`config.mk`:
```
export PLATFORM = sky130hd
export DESIGN_NAME = spi_i2c_bridge_sched
export DESIGN_NICKNAME = d
export VERILOG_FILES = /design/src/rtl/spi_i2c_pkg.sv /design/src/rtl/rr_arbiter.sv /design/src/rtl/spi_i2c_bridge_sched.sv
export SDC_FILE = /design/constraint.sdc
export NUM_CORES = 1
export LEC_CHECK = 0
export ABC_AREA = 1
export ABC_CLOCK_PERIOD_IN_PS = 2980
export CAP_MARGIN = 0
export CELL_PAD_IN_SITES_DETAIL_PLACEMENT = 0
export CELL_PAD_IN_SITES_GLOBAL_PLACEMENT = 1
export CORE_AREA = 10 10 90 92
export CTS_BUF_LIST = sky130_fd_sc_hd__clkbuf_8
export CTS_CLUSTER_DIAMETER = 100
export DETAILED_ROUTE_END_ITERATION = 8
export DIE_AREA = 0 0 100 102
export PLACE_DENSITY = 0.77
export SYNTH_ARGS = -nofsm -noshare
export SYNTH_HDL_FRONTEND = slang
export SYNTH_SLANG_ARGS = --single-unit
```
`constraint.sdc`:
```
create_clock -name clk -period 2.98 [get_ports clk]
set_clock_uncertainty 0.15 [all_clocks]
set_input_delay 0.596 -clock clk [delete_from_list [all_inputs] [get_ports clk]]
set_output_delay 0.596 -clock clk [all_outputs]
set_load 0.01 [all_outputs]
```
`src/rtl/spi_i2c_pkg.sv`:
```
// spi_i2c_pkg: shared types and constants for the spitoi2c bridge scheduler
package spi_i2c_pkg;
  typedef enum logic [1:0] {IDLE, WAIT, GAP} state_t;
  localparam int BYTE_W = 8;
  localparam int DEF_TIMEOUT = 1024;
  localparam int DEF_GAP_CYCLES = 8;
  function automatic int idx_w(input int n);
    return n > 1 ? $clog2(n) : 1;
  endfunction
endpackage

```
`src/rtl/rr_arbiter.sv`:
```
// rr_arbiter: combinational round-robin pick, first request after ptr with wrap
module rr_arbiter import spi_i2c_pkg::*; #(
  parameter int N = 4
) (
  input  logic [N-1:0]          req,
  input  logic [idx_w(N)-1:0]   ptr,
  output logic [idx_w(N)-1:0]   grant,
  output logic                  valid
);
  localparam int IW = idx_w(N);
  logic [IW-1:0] idx;
  always_comb begin
    grant = '0;
    idx = '0;
    for (int k = N; k >= 1; k--) begin
      idx = IW'((int'(ptr) + k) % N);
      grant = req[idx] ? idx : grant;
    end
    valid = |req;
  end
endmodule

```
`src/rtl/spi_i2c_bridge_sched.sv`:
```
// spi_i2c_bridge_sched: round-robin sharing of one spitoi2c bridge among N byte requesters
module spi_i2c_bridge_sched import spi_i2c_pkg::*; #(
  parameter int N = 4,
  parameter int TIMEOUT = DEF_TIMEOUT,
  parameter int GAP_CYCLES = DEF_GAP_CYCLES
) (
  input  logic                  clk,
  input  logic                  reset,
  input  logic [N-1:0]          req,
  input  logic [BYTE_W*N-1:0]   req_data,
  output logic [N-1:0]          ack,
  output logic [N-1:0]          err,
  output logic                  busy,
  output logic [idx_w(N)-1:0]   grant_id,
  output logic                  bridge_start,
  output logic [BYTE_W-1:0]     bridge_data,
  input  logic                  bridge_done
);
  localparam int IW = idx_w(N);
  localparam int TW = $clog2(TIMEOUT);
  localparam int GW = $clog2(GAP_CYCLES) + 1;
  state_t state;
  logic [IW-1:0] ptr, pick;
  logic pick_v;
  logic [TW-1:0] tcnt;
  logic [GW-1:0] gcnt;
  rr_arbiter #(.N(N)) u_arb (.req(req), .ptr(ptr), .grant(pick), .valid(pick_v));
  always_ff @(posedge clk) begin
    if (reset) begin
      state <= IDLE;
      ack <= '0;
      err <= '0;
      busy <= 1'b0;
      bridge_start <= 1'b0;
      bridge_data <= '0;
      grant_id <= '0;
      ptr <= IW'(N - 1);
      tcnt <= '0;
      gcnt <= '0;
    end else begin
      ack <= '0;
      err <= '0;
      case (state)
        IDLE: if (pick_v) begin
          grant_id <= pick;
          ptr <= pick;
          bridge_data <= req_data[pick*BYTE_W +: BYTE_W];
          bridge_start <= 1'b1;
          busy <= 1'b1;
          tcnt <= '0;
          state <= WAIT;
        end
        // completion beats a timeout landing on the same edge
        WAIT: if (bridge_done) begin
          ack[grant_id] <= 1'b1;
          bridge_start <= 1'b0;
          gcnt <= '0;
          state <= GAP;
        end else if (tcnt == TW'(TIMEOUT - 1)) begin
          err[grant_id] <= 1'b1;
          bridge_start <= 1'b0;
          gcnt <= '0;
          state <= GAP;
        end else begin
          tcnt <= tcnt + 1'b1;
        end
        GAP: if (gcnt == GW'(GAP_CYCLES - 1)) begin
          busy <= 1'b0;
          state <= IDLE;
        end else begin
          gcnt <= gcnt + 1'b1;
        end
        default: state <= IDLE;
      endcase
    end
  end
endmodule

```
==> flow_metrics.tcl <==
set metrics [dict create \
    hold_end "bridge_data[6]$_SDFFE_PP0P_" \
    start_util_pct 31.61 \
    period_share_pct 78.57 \
    ys_seq_elements 38 \
    drive_gt1_share_pct 7.438 \
    post-route-min-period_ns 2.341 \
    tns_ns 0 \
    outcome "complete, no violations" \
    die_h_um 102 \
    synth_commonest_cells "78 x nand2_1, 41 x nor2_1, 38 x dfxtp_1, 36 x nand3_1, 33 x inv_1" \
    async_flop_share_pct 0 \
    ys_top_cells_by_area "dfxtp_1 38%, nand2_1 15%, nand3_1 9.1%" \
    path_clk_slew_ns 0.08 \
    ff2ff_path_depth 13 \
    final_nets 403 \
    io_pins 59 \
    ir_drop_v 0.0003156 \
    remaining_drc_errors 0 \
    yosysMostFrequentCell "nand2_1" \
    cts_max_level 2 \
    p_leak_nw 1.168 \
    cp.required_ns 3.02 \
    final_cells 440 \
    cp.arrival_ns 2.38 \
    min_path_cells 2 \
    synth_top_cell_area_share_pct 38.34 \
    synth.distinct_cells 29 \
    postSynthAreaPerCell_um2 6.571 \
    hpwl_um 4510 \
    grt_max_degree 14 \
    cts_buffer_depth 2 \
    port_buffers 58 \
    worstReg2RegStart "ptr[0]$_SDFFE_PP1P_" \
    r2r_end "bridge_data[7]$_SDFFE_PP0P_" \
    max_slew_margin_pct 65.51 \
    syn-instance-count 302 \
    r2r_setup_slack_ns 0.85 \
    cp-end-kind "register" \
    holdCritPathClass "register to register" \
    fp.dieW_um 100 \
    drt-vias-per-instance 4.666 \
    hold_buffers 0 \
    rsz0062_at_grt "no" \
    wl_um 5520 \
    cp-start-kind "input port" \
    place_inst 432 \
    synth_edf_count 0 \
    setup_viol 0 \
    dr.pass1.iters 4 \
    cap_violations 0 \
    grt_pass1_vias 2052 \
    grt.total_usage_pct 11.09 \
    rows 29 \
    grt_pass1_wl_um 9377 \
    numCtsBuffers 5 \
    postRouteAntennaNets 0 \
    clock-sinks 38 \
    die_area_um2 10200 \
    path_max_fanout 12 \
    antenna_found_initial 0 \
    tritoncts "built" \
    synth_top_cell_by_area "dfxtp_1" \
    ctsResizeCount 0 \
    worst_pin_slew_ns 0.5157 \
    routedWlPerCell_um 12.55 \
    area_growth_pct 38.90 \
    synth-seq-area-share_pct 38.34 \
    overflow 0 \
    dp_slack_ns 0.3447 \
    ys_warn_count 0 \
    n_antenna_cell 0 \
    drt_iter0_drc 44 \
    cellPowerDensity_nw_per_um2 689.9 \
    maxSlewViolCount 0 \
    globalplace.congestion 0.8561 \
    core_area_um2 6277 \
    fin_ws_ns 0.6387 \
    hold_path_startpoint "bridge_data[6]$_SDFFE_PP0P_" \
    synth_flop_cell "dfxtp_1" \
    synth_area_um2 1984 \
    hold_violations 0 \
    insertion_delay_ns 0.29 \
    post-cts-setup-buffers 0 \
    syn-num-nets 343 \
    crit_type "input port to register" \
    cts-root-buf "clkbuf_8" \
    via_count 2053 \
    fmax_mhz 427.1 \
]
==> per-stage QoR <==
stage	power, W	utilization, %	hold WS [ns]	cell area [µm²]
after global routing	0.002040	43.91	0.3511	2756
after CTS	0.001922	43.91	0.3237	2756
after detailed placement	0.001385	41.72	0.3119	2619
final	0.001902	43.91	0.3211	2756
after floorplan	0.001156	-	0.2912	1984
after global placement	0.001390	41.72	0.3053	2619
==> sequential cells by signal (all words and copies together) (netlist names), 2 cells and up <==
signal / cells
tcnt: 10
bridge_data: 8
ack: 4
err: 4
gcnt: 4
grant_id: 2
ptr: 2
state: 2
==> per-layer routing <==
metal | track usage [%] | wire length, µm | vias up
li1 | - | - | 1082
met1 | 12.71 | 2453 | 898
met2 | 18.12 | 2473 | 66
met3 | 5.331 | 527 | 7
met4 | 3.043 | 66 | 0
met5 | 0 | 0 | -
==> worst max-delay path by stage <==
stage | startpoint | slack, ns | to | depth (start not counted)
after floorplan | req[1] | 1.16 | bridge_data[5]$_SDFFE_PP0P_ | 14
after global placement | req[1] | 0.38 | bridge_data[0]$_SDFFE_PP0P_ | 14
after global routing | req[3] | 0.43 | bridge_data[7]$_SDFFE_PP0P_ | 15
after detailed placement | req[3] | 0.34 | bridge_data[7]$_SDFFE_PP0P_ | 14
final | req[3] | 0.64 | bridge_data[7]$_SDFFE_PP0P_ | 14
after CTS | req[3] | 0.65 | bridge_data[7]$_SDFFE_PP0P_ | 14
==> critical path, cell delays in order <==
cell and delay (ns):
clkdlybuf4s50_1 0.49, inv_1 0.07, nand2_1 0.07, nand3_1 0.09, nand2_1 0.07, inv_1 0.04
nand2_2 0.06, nand3_2 0.20, nand2_2 0.27, inv_2 0.16, nand2_1 0.09, nand2_1 0.04
nor2_1 0.08, nor2_1 0.04
==> report_power, final <==
part / switching, W / internal (W) / leakage (nW)
Clock: 0.000195 / 0.000336 / 0.0683
Sequential: 0.0000605 / 0.000579 / 0.311
Combinational: 0.000431 / 0.000301 / 0.789
Total: 0.000686 / 0.00122 / 1.17
==> placed cells by master (no fill, tap or decap) <==
cell and count:
nand2_1 78, clkdlybuf4s50_1 58, nor2_1 41, dfxtp_1 38
nand3_1 36, inv_1 33, a21oi_1 13, nand2_2 11
nor3_1 11, o21ai_0 10, clkbuf_8 5, nand4_1 4
inv_2 3, nand3b_1 2, o22ai_1 2, a22oi_1 2
ha_1 2, bufinv_16 2, inv_6 1, o21ai_1 1
nand3_2 1, nor2_2 1, nor2_4 1, xor2_1 1
o21bai_1 1, o31ai_1 1, o21a_1 1, a211oi_1 1
clkinv_4 1, buf_4 1
==> cell type report <==
type | instances | area [µm²]
clock buffer | 5 | 68.82
timing repair buffer | 59 | 588.1
fill | 687 | 3521
multi-input combinational | 221 | 1030
clock inverter | 3 | 68.82
sequential | 38 | 760.7
inverter | 37 | 143.9
tap | 77 | 96.34
==> cells by family (layout without fill, tap and decap cells) <==
family	Yosys count	after routing	share of synthesized area, %
simple gates	186	186	41.24
buf+inv	43	104	9.773
flops	38	38	38.34
compound gates	32	32	8.953
fa+ha+maj	2	2	1.261
xor+xnor	1	1	0.4414
Note: power is estimated with default switching activity, not from simulation.
